==> config.mk <==
export PLATFORM = sky130hd
export DESIGN_NAME = regfile_sb
export DESIGN_NICKNAME = d
export VERILOG_FILES = /design/src/rtl/regfile_sb.sv
export SDC_FILE = /design/constraint.sdc
export NUM_CORES = 2
export LEC_CHECK = 0
export ABC_AREA = 1
export CAP_MARGIN = 20
export CORE_ASPECT_RATIO = 2
export CORE_MARGIN = 10
export CORE_UTILIZATION = 40
export DETAILED_ROUTE_END_ITERATION = 8
export DONT_BUFFER_PORTS = 1
export GPL_TIMING_DRIVEN = 0
export PLACE_DENSITY = 0.63
export SLEW_MARGIN = 10
export SYNTH_ARGS = -nofsm -noshare
export SYNTH_HDL_FRONTEND = slang
export SYNTH_SLANG_ARGS = --single-unit
export TNS_END_PERCENT = 20
==> constraint.sdc <==
create_clock -name clk -period 3.85 [get_ports clk]
set_input_delay 0.77 -clock clk [delete_from_list [all_inputs] [get_ports clk]]
set_output_delay 0.77 -clock clk [all_outputs]
set_load 0.1 [all_outputs]
==> src/rtl/regfile_sb.sv <==
// Integer register file with pending-write scoreboard and sequenced soft-clear engine.
// Optional read-port write forwarding is compiled in with `define REGFILE_SB_BYPASS_EN.

module regfile_sb_entry #(
   parameter int XLEN = 32
) (
   input  logic            clk,
   input  logic            arst,
   input  logic            clr_i,
   input  logic            we_i,
   input  logic [XLEN-1:0] wdata_i,
   input  logic            set_i,
   input  logic            rel_i,
   output logic [XLEN-1:0] data_o,
   output logic            busy_o
);
   logic [XLEN-1:0] data_q, data_d;
   logic            busy_q, busy_d;

   // Clear has priority; otherwise a new mark outranks the retiring write.
   always_comb begin
      data_d = data_q;
      busy_d = busy_q;
      if (clr_i) begin
         data_d = '0;
         busy_d = 1'b0;
      end else begin
         if (we_i)       data_d = wdata_i;
         if (set_i)      busy_d = 1'b1;
         else if (rel_i) busy_d = 1'b0;
      end
   end

   always_ff @(posedge clk or negedge arst) begin
      if (!arst) begin
         data_q <= '0;
         busy_q <= 1'b0;
      end else begin
         data_q <= data_d;
         busy_q <= busy_d;
      end
   end

   assign data_o = data_q;
   assign busy_o = busy_q;
endmodule

module regfile_sb #(
   parameter int XLEN     = 32,
   parameter int AW       = 5,
   parameter int ZERO_REG = 1
) (
   input  logic            clk,
   input  logic            arst,
   input  logic [AW-1:0]   rd_addr1,
   input  logic [AW-1:0]   rd_addr2,
   output logic [XLEN-1:0] rd_data1,
   output logic [XLEN-1:0] rd_data2,
   output logic            rd_busy1,
   output logic            rd_busy2,
   input  logic            wr_en,
   input  logic [AW-1:0]   wr_addr,
   input  logic [XLEN-1:0] wr_data,
   input  logic            mark_en,
   input  logic [AW-1:0]   mark_addr,
   input  logic            clr_req,
   output logic            clr_busy
);
   localparam int NREGS = 2**AW;
   localparam logic [AW-1:0] IDX_LAST = '1;
   localparam logic [AW-1:0] IDX_ONE  = AW'(1);

   typedef enum logic {S_IDLE, S_CLEAR} state_t;

   state_t        state_q, state_d;
   logic [AW-1:0] idx_q, idx_d;
   logic          idle;

   logic [NREGS-1:0][XLEN-1:0] rf_data;
   logic [NREGS-1:0]           rf_busy;

   assign idle     = (state_q == S_IDLE);
   assign clr_busy = (state_q == S_CLEAR);

   always_comb begin
      state_d = state_q;
      idx_d   = idx_q;
      case (state_q)
         S_IDLE: begin
            if (clr_req) begin
               state_d = S_CLEAR;
               idx_d   = '0;
            end
         end
         S_CLEAR: begin
            // idx wraps back to 0 on the final step.
            idx_d = idx_q + IDX_ONE;
            if (idx_q == IDX_LAST) state_d = S_IDLE;
         end
         default: state_d = S_IDLE;
      endcase
   end

   always_ff @(posedge clk or negedge arst) begin
      if (!arst) begin
         state_q <= S_IDLE;
         idx_q   <= '0;
      end else begin
         state_q <= state_d;
         idx_q   <= idx_d;
      end
   end

   for (genvar i = 0; i < NREGS; i++) begin : g_ent
      if ((ZERO_REG != 0) && (i == 0)) begin : g_zero
         assign rf_data[i] = '0;
         assign rf_busy[i] = 1'b0;
      end else begin : g_reg
         logic we, set, clr;
         assign we  = idle && wr_en   && (wr_addr   == AW'(i));
         assign set = idle && mark_en && (mark_addr == AW'(i));
         assign clr = !idle && (idx_q == AW'(i));
         regfile_sb_entry #(.XLEN(XLEN)) u_ent (
            .clk    (clk),
            .arst   (arst),
            .clr_i  (clr),
            .we_i   (we),
            .wdata_i(wr_data),
            .set_i  (set),
            .rel_i  (we),
            .data_o (rf_data[i]),
            .busy_o (rf_busy[i])
         );
      end
   end

`ifdef REGFILE_SB_BYPASS_EN
   logic byp1, byp2;
   assign byp1 = idle && wr_en && (wr_addr == rd_addr1) && !((ZERO_REG != 0) && (rd_addr1 == '0));
   assign byp2 = idle && wr_en && (wr_addr == rd_addr2) && !((ZERO_REG != 0) && (rd_addr2 == '0));

   // A same-cycle mark to the forwarded address keeps the register pending.
   assign rd_data1 = byp1 ? wr_data : rf_data[rd_addr1];
   assign rd_data2 = byp2 ? wr_data : rf_data[rd_addr2];
   assign rd_busy1 = byp1 ? (mark_en && (mark_addr == rd_addr1)) : rf_busy[rd_addr1];
   assign rd_busy2 = byp2 ? (mark_en && (mark_addr == rd_addr2)) : rf_busy[rd_addr2];
`else
   assign rd_data1 = rf_data[rd_addr1];
   assign rd_data2 = rf_data[rd_addr2];
   assign rd_busy1 = rf_busy[rd_addr1];
   assign rd_busy2 = rf_busy[rd_addr2];
`endif

endmodule
==> impl_metrics.json <==
{
  "status": "complete, but fails checks",
  "violations": "negative hold slack, negative setup slack",
  "ctsLongestPathBuffers": 3,
  "maxClockFrequency_mhz": 249,
  "drtIter0Drc": 7747,
  "ff_latch_area_um2": 25700,
  "synth_cell_types": 32,
  "hold_viol": 28,
  "rows": 197,
  "timing.critical_path.required_ns": 3.08,
  "drv_cap": 0,
  "clockRootBuffer": "sky130_fd_sc_hd__clkbuf_16",
  "cts_tree": "built",
  "postSynthRegisterBits": 1029,
  "final_layout_size_suffix_gt1_share_pct": 9.65,
  "crit-reg2reg-launch": "clr_busy",
  "worst_hold_slack_ns": -0.0306,
  "ctsHtreeMaxLevel": 3,
  "multi_input_area_um2": 26300,
  "initial_antenna_violation_count": 36,
  "layout_worst_path_cycle_share_pct": 104,
  "gp_routability_congestion": 1.05,
  "post_drt_wl_per_cell_um": 35.7,
  "netlist_area_um2": 57700,
  "finish.net_count": 8247,
  "cts.clk_slew.worst_paths_ns": 0.06,
  "setup-violations-final": 34,
  "fillCellCount": 15100,
  "synth-warning-count": 0,
  "placeableCoreArea_um2": 144000,
  "worst_setup_path_start_kind": "input pin",
  "viasPerCell": 6.31,
  "track_usage_pct": 44.3,
  "syn_avg_cell_area_um2": 7.17,
  "slew_viol_final": 0,
  "floorplan.die.height_um": 557,
  "post-route-min-period_ns": 4.01,
  "tightest_slew_margin_relative_to_the_limit_pct": 4.57,
  "worstHoldPathType": "input pin to async pin",
  "post-cts-setup-buffer-count": 0,
  "maximum_number_of_pins_on_one_net_before_global_route_repair": 1030,
  "critical_path.endpoint_type": "output port",
  "cp_max_fo": 10,
  "post_synth_inst_count": 8050,
  "postLayoutSetupSlackWorst_ns": -0.162,
  "drt_pass1_iterations": 9,
  "dp.final_hpwl_um": 277000,
  "worst-r2r-cell-count": 9,
  "post-route-drc-count": 0,
  "cts_inserted_buffers": 103,
  "rsz0062_at_grt": "yes",
  "post-route-cell-area_um2": 65500,
  "die-area_um2": 161000,
  "number_of_global_route_vias_before_repair": 63800,
  "route.vias.total": 64200,
  "placed_cells_incl_taps": 9961,
  "grt_overflow_total": 0,
  "layout_stage_area_growth_over_the_synthesis_result_pct": 13.4,
  "rrSetupSlack_ns": 0.34,
  "power.static_leakage_nw": 31.2,
  "setup_tns_ns": -2.48,
  "fin_util_pct": 45.6,
  "tightest_slew_ns": 1.43,
  "regToRegEndpoint": "g_ent[2].g_reg.u_ent.data_o[9]",
  "totalWireLength_um": 363000,
  "numPortBuffers": 0,
  "placed_area_um2": 60500,
  "synthesis.nets": 8113,
  "clock_latency_ns": 0.77,
  "drt.antenna.violating_nets": 0,
  "worst-setup-path-type": "input pin to output port",
  "dieWidth_um": 289,
  "final_clock_skew_ns": 0.0272,
  "cp_data_arrival_time_ns": 3.24,
  "netlist.top_cell.by_area": "sky130_fd_sc_hd__dfrtp_1",
  "cts_sinks": 1029,
  "first_pass_grt_wire_length_um": 496000,
  "leading_post_synthesis_cells_by_cell_area": "sky130_fd_sc_hd__dfrtp_1, sky130_fd_sc_hd__nand3_1, sky130_fd_sc_hd__nand2_1, sky130_fd_sc_hd__o22ai_1, sky130_fd_sc_hd__inv_1",
  "synth_top_area_share_pct": 44.6,
  "final_cell_count_no_fill": 10200,
  "initial_utilization_pct": 40.2,
  "ys_seq_area_share_pct": 44.6,
  "io_pins": 124,
  "peakVddDrop_v": 0.000434,
  "pwr_density_cell_nw_per_um2": 499
}
-- cell usage in the layout, fill, tap and decap left out, types with 5 or more instances in the layout --
| cell type | instances |
|---|---|
| sky130_fd_sc_hd__clkinv_2 | 20 |
| sky130_fd_sc_hd__clkbuf_2 | 93 |
| sky130_fd_sc_hd__o22ai_1 | 734 |
| sky130_fd_sc_hd__nand2_1 | 2015 |
| sky130_fd_sc_hd__dfrtp_1 | 1029 |
| sky130_fd_sc_hd__clkbuf_8 | 13 |
| sky130_fd_sc_hd__buf_16 | 6 |
| sky130_fd_sc_hd__inv_1 | 821 |
| sky130_fd_sc_hd__ha_1 | 6 |
| sky130_fd_sc_hd__nand2_4 | 44 |
| sky130_fd_sc_hd__buf_4 | 70 |
| sky130_fd_sc_hd__diode_2 | 20 |
| sky130_fd_sc_hd__clkbuf_16 | 106 |
| sky130_fd_sc_hd__o21ai_0 | 220 |
| sky130_fd_sc_hd__nand2_2 | 30 |
| sky130_fd_sc_hd__buf_6 | 20 |
| sky130_fd_sc_hd__nor2_1 | 178 |
| sky130_fd_sc_hd__clkinvlp_4 | 9 |
| sky130_fd_sc_hd__nand3_2 | 15 |
| sky130_fd_sc_hd__clkbuf_4 | 13 |
| sky130_fd_sc_hd__o21ai_1 | 63 |
| sky130_fd_sc_hd__nand3_1 | 1837 |
| sky130_fd_sc_hd__buf_8 | 19 |
| sky130_fd_sc_hd__clkinv_4 | 8 |
| sky130_fd_sc_hd__nand2_8 | 22 |
| sky130_fd_sc_hd__a21oi_1 | 265 |
| sky130_fd_sc_hd__clkdlybuf4s15_2 | 5 |
| sky130_fd_sc_hd__bufinv_16 | 16 |
| sky130_fd_sc_hd__buf_2 | 265 |
| sky130_fd_sc_hd__clkbuf_1 | 249 |
| sky130_fd_sc_hd__buf_1 | 43 |
-- where the power goes --
part	total, mW	internal, mW	switching (mW)
Sequential	12.6	11.9	0.631
Combinational	8.55	2.04	6.51
Clock	11.6	6.39	5.18
-- synth_stat cells --
master / number
sky130_fd_sc_hd__nand2_1: 2081
sky130_fd_sc_hd__nand3_1: 1852
sky130_fd_sc_hd__dfrtp_1: 1029
sky130_fd_sc_hd__inv_1: 821
sky130_fd_sc_hd__o22ai_1: 734
sky130_fd_sc_hd__clkbuf_1: 330
sky130_fd_sc_hd__buf_2: 290
sky130_fd_sc_hd__a21oi_1: 265
sky130_fd_sc_hd__o21ai_0: 220
sky130_fd_sc_hd__nor2_1: 178
sky130_fd_sc_hd__buf_1: 76
sky130_fd_sc_hd__o21ai_1: 63
sky130_fd_sc_hd__buf_4: 33
sky130_fd_sc_hd__nand2_2: 29
sky130_fd_sc_hd__buf_6: 10
sky130_fd_sc_hd__ha_1: 6
sky130_fd_sc_hd__inv_2: 5
sky130_fd_sc_hd__nor2_2: 5
sky130_fd_sc_hd__nand4_1: 3
sky130_fd_sc_hd__o31ai_2: 3
sky130_fd_sc_hd__a21boi_0: 2
sky130_fd_sc_hd__a32o_1: 2
sky130_fd_sc_hd__clkinv_1: 2
sky130_fd_sc_hd__nor2_4: 2
sky130_fd_sc_hd__o21ai_2: 2
sky130_fd_sc_hd__a22oi_1: 1
sky130_fd_sc_hd__a31oi_1: 1
sky130_fd_sc_hd__nand2_4: 1
sky130_fd_sc_hd__nor3_1: 1
sky130_fd_sc_hd__o31ai_1: 1
sky130_fd_sc_hd__or2_2: 1
sky130_fd_sc_hd__or2_4: 1
-- metrics by stage --
step / setup WS (ns) / total power, mW
3_3_place_gp: -1.42 / 20.3
3_5_place_dp: -1.05 / 20.5
4_1_cts: -0.0268 / 31.9
2_1_floorplan: 0.668 / 17.4
6_report: -0.162 / 32.7
5_1_grt: -0.150 / 33.5
-- cell families after synthesis --
family,share of synthesized area [%]
AO/OA/AOI/OAI,12.9
adder cells (fa/ha/maj),0.130
buffers and inverters,11.2
flip-flops,44.6
AND/OR/NAND/NOR,31.2
-- cell type report --
class,instances,area share [%]
Timing Repair Buffer,29,0.757
Inverter,828,4.75
Multi-Input combinational cell,5454,40.2
Antenna cell,20,0.0765
Clock buffer,135,4.42
Tap cell,1890,3.61
Buffer,739,5.65
Clock inverter,57,1.16
Sequential cell,1029,39.3
-- routing by layer --
layer	vias to the layer above	global-route usage, %	part of all wire [%]
li1	27100	-	-
met1	31000	45.7	33
met2	4349	72.8	47
met3	1753	12.5	9.1
met4	22	39.2	11
met5	-	0	0.040
-- worst max-delay path, cell delays in order --
cell	delay (ns)
sky130_fd_sc_hd__buf_4	0.32
sky130_fd_sc_hd__buf_4	0.37
sky130_fd_sc_hd__buf_2	0.47
sky130_fd_sc_hd__nand2_1	0.10
sky130_fd_sc_hd__nand3_1	0.16
sky130_fd_sc_hd__nand3_1	0.31
sky130_fd_sc_hd__nand3_1	0.16
sky130_fd_sc_hd__nand3_1	0.22
sky130_fd_sc_hd__nand2_8	0.30
-- registers in the layout, indices dropped and copies added (netlist names) --
signal and cells:
clr_busy 1, g_ent.g_reg.u_ent.busy_o 31, g_ent.g_reg.u_ent.data_o 992, idx_q 5
-- timing repair --
action                                  4_1_cts  5_1_grt
gates resized for setup                     301       69
endpoints found under the setup margin       66       66
endpoints found under the hold margin      1029      130
pin swaps                                    10        7
-- worst max-delay path by stage --
| stage | start | to | slack (ns) | depth (start not counted) |
|---|---|---|---|---|
| 4_1_cts | rd_addr1[0] | rd_data1[15] | -0.03 | 11 |
| 5_1_grt | rd_addr2[0] | rd_data2[19] | -0.15 | 9 |
| 3_5_place_dp | rd_addr2[1] | rd_data2[30] | -1.05 | 9 |
| 2_1_floorplan | rd_addr1[0] | rd_data1[27] | 0.67 | 10 |
| 3_3_place_gp | rd_addr1[3] | rd_data1[29] | -1.42 | 7 |
| 6_report | rd_addr2[0] | rd_data2[0] | -0.16 | 9 |
No activity file was read; power rests on OpenSTA's default activity.
